==> src/rtl/sound_pkg.sv <==
// Types and constants shared by the sound blocks (note_sequencer, square_wave, envelopes).
package sound_pkg;

  localparam int FREQ_W     = 8;
  localparam int NOTE_DUR_W = 8;

  typedef enum logic [2:0] {
    ST_IDLE,
    ST_LOAD,
    ST_PLAY,
    ST_GAP,
    ST_DONE
  } seq_state_e;

  // Default-width note entry; the sequencer re-declares it with its own DUR_W.
  typedef struct packed {
    logic [FREQ_W-1:0]     freq;
    logic [NOTE_DUR_W-1:0] dur;
  } note_t;

endpackage

==> src/rtl/tick_gen.sv <==
// TICK_DIV prescaler: one-cycle tick every TICK_DIV enabled cycles, with synchronous clear.
module tick_gen #(
  parameter int TICK_DIV = 1000
) (
  input  logic clk,
  input  logic rst_n,
  input  logic clr,
  input  logic en,
  output logic tick
);

  localparam int CNT_W = (TICK_DIV > 1) ? $clog2(TICK_DIV) : 1;
  localparam logic [CNT_W-1:0] LAST = CNT_W'(TICK_DIV - 1);

  logic [CNT_W-1:0] cnt_q, cnt_d;

  assign tick = en && (cnt_q == LAST);

  // NOTE: default every always_comb output first so no path leaves it unassigned (latch).
  always_comb begin
    cnt_d = cnt_q;
    if (clr || tick) begin
      cnt_d = '0;
    end else if (en) begin
      cnt_d = cnt_q + CNT_W'(1);
    end
  end

  // NOTE: flops use <= so every register samples pre-edge values regardless of block order.
  always_ff @(posedge clk or negedge rst_n) begin
    if (!rst_n) begin
      cnt_q <= '0;
    end else begin
      cnt_q <= cnt_d;
    end
  end

endmodule

==> src/rtl/note_sequencer.sv <==
// Note sequencer: steps a host-written table of {freq, dur} entries on a tick timebase,
// driving square_wave's frequency_control and a gate that mutes between notes.
module note_sequencer
  import sound_pkg::*;
#(
  parameter int DEPTH     = 16,
  parameter int DUR_W     = 8,
  parameter int TICK_DIV  = 1000,
  parameter int GAP_TICKS = 1
) (
  input  logic                       clk,
  input  logic                       reset,
  input  logic                       start,
  input  logic                       stop,
  input  logic                       loop_en,
  input  logic                       wr_en,
  input  logic [$clog2(DEPTH)-1:0]   wr_addr,
  input  logic [FREQ_W-1:0]          wr_freq,
  input  logic [DUR_W-1:0]           wr_dur,
  output logic [FREQ_W-1:0]          frequency_control,
  output logic                       gate,
  output logic [$clog2(DEPTH)-1:0]   note_index,
  output logic                       busy,
  output logic                       done
);

  localparam int IDX_W = $clog2(DEPTH);
  localparam logic [IDX_W-1:0] LAST_IDX = IDX_W'(DEPTH - 1);

  typedef struct packed {
    logic [FREQ_W-1:0] freq;
    logic [DUR_W-1:0]  dur;
  } entry_t;

  entry_t mem_q [DEPTH];
  entry_t mem_d [DEPTH];
  entry_t cur;

  seq_state_e        state_q, state_d;
  logic [FREQ_W-1:0] freq_q, freq_d;
  logic              gate_q, gate_d;
  logic [IDX_W-1:0]  idx_q, idx_d;
  logic [DUR_W-1:0]  dur_q, dur_d;
  logic              busy_q, busy_d;
  logic              done_q, done_d;
  logic              tick, adv, to_done;

  tick_gen #(.TICK_DIV(TICK_DIV)) u_tick (
    .clk  (clk),
    .rst_n(reset),
    .clr  (state_q == ST_LOAD),
    .en   ((state_q == ST_PLAY) || (state_q == ST_GAP)),
    .tick (tick)
  );

  // The table only accepts writes while idle, so playback never sees a half-edited sequence.
  always_comb begin
    mem_d = mem_q;
    if (wr_en && !busy_q) begin
      mem_d[wr_addr].freq = wr_freq;
      mem_d[wr_addr].dur  = wr_dur;
    end
  end

  // NOTE: the table is reset like any other state so a reset always leaves an empty sequence.
  always_ff @(posedge clk or negedge reset) begin
    if (!reset) begin
      for (int i = 0; i < DEPTH; i++) mem_q[i] <= '0;
    end else begin
      mem_q <= mem_d;
    end
  end

  always_comb begin
    state_d = state_q;
    freq_d  = freq_q;
    gate_d  = gate_q;
    idx_d   = idx_q;
    dur_d   = dur_q;
    done_d  = 1'b0;
    adv     = 1'b0;
    to_done = 1'b0;
    cur     = mem_q[idx_q];

    unique case (state_q)
      ST_IDLE: begin
        if (start && !stop) begin
          state_d = ST_LOAD;
          idx_d   = '0;
        end
      end
      ST_LOAD: begin
        if (cur.dur != '0) begin
          freq_d  = cur.freq;
          gate_d  = (cur.freq != '0);
          dur_d   = cur.dur;
          state_d = ST_PLAY;
        end else if (idx_q != '0 && loop_en) begin
          idx_d = '0;
        end else begin
          to_done = 1'b1;
        end
      end
      ST_PLAY: begin
        if (tick) begin
          dur_d = dur_q - DUR_W'(1);
          if (dur_q == DUR_W'(1)) begin
            if (GAP_TICKS != 0) begin
              state_d = ST_GAP;
              gate_d  = 1'b0;
              dur_d   = DUR_W'(GAP_TICKS);
            end else begin
              adv = 1'b1;
            end
          end
        end
      end
      ST_GAP: begin
        if (tick) begin
          dur_d = dur_q - DUR_W'(1);
          adv   = (dur_q == DUR_W'(1));
        end
      end
      ST_DONE: state_d = ST_IDLE;
      default: state_d = ST_IDLE;
    endcase

    if (adv) begin
      if (idx_q != LAST_IDX) begin
        idx_d   = idx_q + IDX_W'(1);
        state_d = ST_LOAD;
      end else if (loop_en) begin
        idx_d   = '0;
        state_d = ST_LOAD;
      end else begin
        to_done = 1'b1;
      end
    end

    if (to_done) begin
      state_d = ST_DONE;
      done_d  = 1'b1;
      freq_d  = '0;
      gate_d  = 1'b0;
    end

    // Abort silences immediately and suppresses the done pulse.
    if (stop && state_q != ST_IDLE) begin
      state_d = ST_IDLE;
      freq_d  = '0;
      gate_d  = 1'b0;
      done_d  = 1'b0;
    end

    busy_d = (state_d != ST_IDLE);
  end

  always_ff @(posedge clk or negedge reset) begin
    if (!reset) begin
      state_q <= ST_IDLE;
      freq_q  <= '0;
      gate_q  <= 1'b0;
      idx_q   <= '0;
      dur_q   <= '0;
      busy_q  <= 1'b0;
      done_q  <= 1'b0;
    end else begin
      state_q <= state_d;
      freq_q  <= freq_d;
      gate_q  <= gate_d;
      idx_q   <= idx_d;
      dur_q   <= dur_d;
      busy_q  <= busy_d;
      done_q  <= done_d;
    end
  end

  assign frequency_control = freq_q;
  assign gate              = gate_q;
  assign note_index        = idx_q;
  assign busy              = busy_q;
  assign done              = done_q;

endmodule

==> config.mk <==
export PLATFORM = sky130hd
export DESIGN_NAME = note_sequencer
export DESIGN_NICKNAME = d
export VERILOG_FILES = /design/src/rtl/sound_pkg.sv /design/src/rtl/tick_gen.sv /design/src/rtl/note_sequencer.sv
export SDC_FILE = /design/constraint.sdc
export NUM_CORES = 1
export LEC_CHECK = 0
export CORE_ASPECT_RATIO = 1.2
export CORE_MARGIN = 2
export CORE_UTILIZATION = 49
export CTS_BUF_LIST = sky130_fd_sc_hd__clkbuf_16
export DETAILED_ROUTE_END_ITERATION = 16
export PLACE_DENSITY = 0.68
export SLEW_MARGIN = 0
export SYNTH_ARGS = -nofsm -noshare
export SYNTH_HDL_FRONTEND = slang
export SYNTH_HIERARCHICAL = 1
export SYNTH_SLANG_ARGS = --single-unit
==> constraint.sdc <==
create_clock -name clk -period 3.7 [get_ports clk]
set_input_delay 0.555 -clock clk [delete_from_list [all_inputs] [get_ports clk]]
set_output_delay 0.555 -clock clk [all_outputs]
set_load 0.01 [all_outputs]
==> results.yml, run 1 <==
outcome:
  status: "completed"
clock_network:
  post-cts-setup-buffer-count: 0
  root_buffer: "clkbuf_16"
  cts_buffer_depth: 3
  insertion_delay_ps: 550
  cts.clk_slew.worst_paths_ps: 60
  cts_tree: "built"
  numCtsBuffers: 30
  post_cts_resized: 0
  cts.sinks: 292
  htree_num_levels: 1
global_route:
  gr-total-overflow: 0
  grt_pass1_wl_um: 51100
  grt_max_degree: 86
  grt.total_usage_pct: 23.3
  grt_pass1_vias: 8626
  antenna_found_initial: 0
setup_path:
  crit_arrival_ps: 3540
  crit_top_cell: "buf_4"
  r2r_setup_slack_ps: 580
  critical-path-slowest-cell: "and2_1"
  worstPathRequired_ps: 4120
  critPathKind: "register to register"
  crit_path_end_kind: "register"
  start_kind: "register"
  path_buf_inv: 2
  critPathMaxFanout: 15
  path_cells: "and2_1 > buf_4 > a22oi_1 > nand2_1 > nor4_4 > a21oi_2 > buf_4 > mux2i_1 > nor2_1"
  critPathTopFamily: "simple AND/OR/NAND/NOR gates"
  cp_slowest_stage_delay_ps: 810
hold_path:
  hold_class: "register to register"
yosys:
  ys_seq_elements: 292
  syn_inst: 939
  syn-cell-area_mm2: 0.0135
  yosysSeqAreaShare_pct: 54.0
  yosys_warnings: 6
  synth.distinct_cells: 56
  synth_nets: 970
  ys_async_sr_fraction_pct: 100
  synth_edf_count: 0
  syn_area_per_cell_um2: 14.4
  ys.flop_type: "dfrtp_1"
floorplan:
  fp.dieW_um: 156
  start_util_pct: 49.8
  die_h_um: 186
  coreArea_mm2: 0.0272
  ios: 41
  num_rows: 66
  dieArea_mm2: 0.0290
cells_and_area:
  antenna_cells: 0
  area_growth_pct: 14.3
  fillers: 2186
  final_core_util_pct: 57.0
  fin_nets: 1014
  design_area_mm2: 0.0155
  layout-drive-gt1-share_pct: 41.7
sta:
  finalHoldViolations: 0
  fin_crit_sh_pct: 84.3
  drv_slew: 0
  setup_tns_ps: 0
  setup_viol: 0
  holdWs_ps: 500
  max_slew_margin_pct: 37.9
  clock_skew_ps: 17.9
  period_minus_slack_ps: 3120
  worst_pin_slew_ps: 931
  fmax_mhz: 321
  rsz0062_at_grt: "no"
drt:
  drc: 0
  avgRoutedWirePerCell_um: 24.0
  drt-pass1-iter-count: 5
  vias: 8078
  drt_iter0_drc: 508
  routed_wirelength_um: 32300
  postRouteAntennaNets: 0
  routed_via_density: 6.00
placed_design:
  placed_area_mm2: 0.0145
  dpl.hpwl_um: 20600
  io_buffers: 40
  routabilityCongestion: 0.858
power:
  max-vdd-ir-drop_v: 0.000361
  p_leak_nw: 6.65
  powerDensity_mw_per_mm2: 657
flow_run:
  cap_viol_max_count: 0
==> metal layers <==
layer  global-route usage, %  vias up  wire (um)
li1                        -     3610          -
met1                    31.1     4274      13800
met2                    40.8      152      16600
met3                    3.21       42       1270
met4                    5.25        0        634
met5                       0        -          0
==> cells in the mapped netlist, types with 8 or more instances <==
cell type	count	area (um2)
a21oi_1	15	75.1
a22oi_1	33	248
buf_1	10	37.5
clkbuf_1	46	173
dfrtp_1	292	7310
inv_1	9	33.8
mux2_2	256	2880
mux2i_1	11	110
mux4_2	64	1440
nand2_1	45	169
nand2b_1	8	50.1
nand3_1	8	40.0
nand4_1	8	50.1
nor2_1	37	139
==> state kept, by name, summed over array words and instances, names as in the netlist <==
signal and flops:
frequency_control 8, done 1, gate 1, state_q 3, mem_q 256, note_index 4
u_tick/cnt_q 10, busy 1, dur_q 8
==> cell type report <==
| type | instances | area, um2 | share of cell area (%) |
|---|---|---|---|
| Inverter | 9 | 33.8 | 0.218 |
| Clock inverter | 24 | 219 | 1.41 |
| Clock buffer | 31 | 776 | 5.01 |
| Sequential cell | 292 | 7310 | 47.3 |
| Timing Repair Buffer | 77 | 773 | 5.00 |
| Tap cell | 340 | 425 | 2.75 |
| Multi-Input combinational cell | 573 | 5930 | 38.3 |
==> kinds of logic (layout without fill, tap and decap cells) <==
kind of cell / after synthesis / in the layout / synth area share, %
muxes: 331 / 331 / 32.8
xor gates and xnor gates: 4 / 4 / 0.259
DFF: 292 / 292 / 54.0
and+or+nand+nor: 147 / 147 / 5.61
buffers and inverters: 74 / 141 / 2.35
adders and majority gates: 5 / 5 / 0.462
AOI/OAI and AO/OA: 86 / 86 / 4.60
==> metrics by stage <==
stage | setup slack [ps] | power [W] | std cells
after CTS | 571 | 0.0102 | 1346
after global placement | 653 | 0.00707 | 1290
after global routing | 405 | 0.0107 | 1346
after detailed placement | 602 | 0.00717 | 1290
after floorplan | 952 | 0.00641 | 939
final | 581 | 0.0102 | 1346
==> where the power goes <==
| group | switching, W | total, W | leakage, nW | internal [W] |
|---|---|---|---|---|
| clock | 0.00126 | 0.00305 | 0.508 | 0.00179 |
| combinational | 0.000956 | 0.00232 | 2.45 | 0.00136 |
| sequential | 0.000574 | 0.00479 | 3.68 | 0.00422 |
==> path summary, 6_finish.rpt <==
check,endpoint,from,depth (start not counted)
max,frequency_control[3],note_index[2],9
min,mem_q[141],mem_q[141],1
max reg2reg,frequency_control[3],note_index[2],9
min reg2reg,mem_q[141],mem_q[141],1
max in group asynchronous,mem_q[10],reset,3
min in group asynchronous,mem_q[159],reset,2
==> layout by cell type (no fill, tap or decap), types with 5 or more instances in the layout <==
master	instances
clkinv_1	6
clkinv_2	6
a21oi_1	15
buf_12	7
o21ai_0	7
clkdlybuf4s50_1	39
ha_1	5
o221ai_1	5
buf_4	29
mux2_2	256
a22oi_1	33
dfrtp_1	290
mux4_2	64
inv_1	14
clkbuf_16	31
nand4_1	8
nor2_1	36
nand2_1	45
nand3_1	8
nand2b_1	8
nor3_1	7
mux2i_1	11
or3_1	6
==> what timing repair did <==
action | 4_1_cts | 5_1_grt
setup endpoints to repair | 0 | 0
endpoints found under the hold margin | 54 | 0
hold buffers | 1 | 0
Note: power is estimated with default switching activity, not from simulation.
==> inputs of run 2 (changes only) <==
Settings changed: PLACE_DENSITY 0.68 to 0.7.
Clock period 3.7 ns to 2.7 ns, I/O delays scaled along.
==> run 2 against run 1 <==
Against the previous run:
- the run now ends with negative setup slack left
- first-iteration DRC count is 5.5% higher
- cell count is 4.9% higher
- cell area is 5.1% higher
- die area stayed put
- via count is 5.9% higher
- clock power is 21% higher
- non-clock buffer count is 72 higher
- critical endpoint is now frequency_control[2]
- largest power group unchanged
==> results.yml, run 2 (same netlist as run 1, synthesis figures left out) <==
power:
  swShare_pct: 28.2
  p_int_w: 0.00999
  max-vdd-ir-drop_v: 0.000491
  p_leak_nw: 7.04
  powerDensity_mw_per_mm2: 856
  power.share.combinational_pct: 26.4
  power.switching_w: 0.00392
  seqPwrFrac_pct: 47.1
  power_frac_clock_pct: 26.5
  power_w: 0.0139
sta:
  period_minus_slack_ps: 2820
  worst_pin_slew_ps: 746
  fin_ws_ps: -123
  drv_slew: 0
  finalHoldViolations: 0
  fin_crit_sh_pct: 105
  fmax_mhz: 354
  clock_skew_ps: 14.3
  rsz0062_at_grt: "yes"
  setup_viol: 21
  holdWs_ps: 429
  max_slew_margin_pct: 50.3
cells_and_area:
  fin_nets: 1085
  design_area_mm2: 0.0163
  fillers: 2039
  antenna_cells: 0
  final_cell_mix: "290 x dfrtp_1, 256 x mux2_2, 83 x buf_4"
  area_growth_pct: 20.1
  reg_top3: "mem_q (256), u_tick/cnt_q (10)"
  layout-drive-gt1-share_pct: 47.9
  top_register: "mem_q"
  final_core_util_pct: 59.8
  mostFrequentLayoutCell: "dfrtp_1"
  largest_register_ffs: 256
floorplan:
  fp.dieW_um: 156
  dieArea_mm2: 0.0290
  num_rows: 66
  ios: 41
  coreArea_mm2: 0.0272
  die_h_um: 186
  start_util_pct: 49.8
placed_design:
  pre_cts_ws_ps: -261
  io_buffers: 40
  routabilityCongestion: 0.855
  dpl.hpwl_um: 21600
  placed_area_mm2: 0.0150
global_route:
  gr-total-overflow: 0
  grt_max_degree: 75
  antenna_found_initial: 0
  grt.total_usage_pct: 24.0
  grt_pass1_vias: 9010
  grt_pass1_wl_um: 53100
clock_network:
  numCtsBuffers: 29
  cts_tree: "built"
  htree_num_levels: 1
  cts.clk_slew.worst_paths_ps: 60
  root_buffer: "clkbuf_16"
  cts_buffer_depth: 3
  cts.sinks: 292
  insertion_delay_ps: 550
drt:
  drc: 0
  postRouteAntennaNets: 0
  drt-pass1-iter-count: 4
  avgRoutedWirePerCell_um: 23.8
  routed_wirelength_um: 33600
  drt_iter0_drc: 536
  vias: 8551
  routed_via_density: 6.06
setup_path:
  crit_path_end_kind: "register"
  r2r_setup_slack_ps: -120
  worstPathRequired_ps: 3130
  critPathMaxFanout: 5
  start_kind: "register"
  crit_arrival_ps: 3250
  critPathKind: "register to register"
hold_path:
  hold_class: "primary input to asynchronous set/reset pin"
outcome:
  violations: "negative setup slack"
  status: "finished, violations left"
flow_run:
  cap_viol_max_count: 0
[run 2: cell types whose count changed in the layout (fill, tap and decap cells not counted), sizes merged]
cell / delta
bufinv: -3
bufbuf: +1
buf: +70
inv: -1
clkbuf: -1
[run 2: cell type report]
| type | count | area (um2) | share of cell area, % |
|---|---|---|---|
| sequential | 292 | 7310 | 45.0 |
| tap | 340 | 425 | 2.62 |
| clock inverter | 20 | 113 | 0.693 |
| timing repair buffer | 149 | 1550 | 9.51 |
| inverter | 9 | 33.8 | 0.208 |
| multi-input combinational | 573 | 6100 | 37.5 |
| clock buffer | 29 | 726 | 4.46 |
[run 2: final timing paths]
check,from,to,cells after the start
max in group asynchronous,reset,note_index[0],3
setup reg to reg,note_index[0],frequency_control[2],12
min in group clk,mem_q[219],mem_q[219],1
setup / recovery,note_index[0],frequency_control[2],12
hold reg to reg,mem_q[219],mem_q[219],1
hold / removal,reset,mem_q[245],2
[run 2: routing by layer]
metal / global-route usage, % / routed length [um] / vias up
met1: 32.6 / 14200 / 4523
met2: 40.2 / 16700 / 221
met4: 7.96 / 1030 / 0
met3: 3.33 / 1580 / 74
li1: - / - / 3733
met5: 0 / 0 / -
[run 2: worst max-delay path: stages, from the launching register on]
cell and delay [ps]:
dfrtp_4 520, buf_12 160, buf_12 140, buf_12 130
mux4_2 430, a22oi_2 190, nand2_2 110, nor4_4 280
buf_4 190, a21oi_4 110, clkbuf_16 190, mux2i_1 180
nor2_1 50
[run 2: power by group through the flow]
stage          clock, W  sequential (W)  combinational [W]
2_1_floorplan         0         0.00633            0.00245
3_3_place_gp          0         0.00656            0.00330
3_5_place_dp          0         0.00662            0.00340
4_1_cts         0.00377         0.00655            0.00357
5_1_grt         0.00394         0.00673            0.00399
6_report        0.00369         0.00656            0.00367
[run 2: metrics by stage]
stage | setup TNS (ps) | instances
floorplan | 0 | 939
global placement | -3350 | 1344
detailed placement | -4120 | 1344
CTS | -452 | 1408
global route | -3020 | 1412
finish | -1400 | 1412
[run 2: timing repair]
action,4_1_cts,5_1_grt
endpoints found under the hold margin,69,0
buffers inserted,12,3
cloned,2,1
pin swaps,13,11
gates resized for setup,25,16
setup endpoints to repair,25,24
hold buffers,1,0
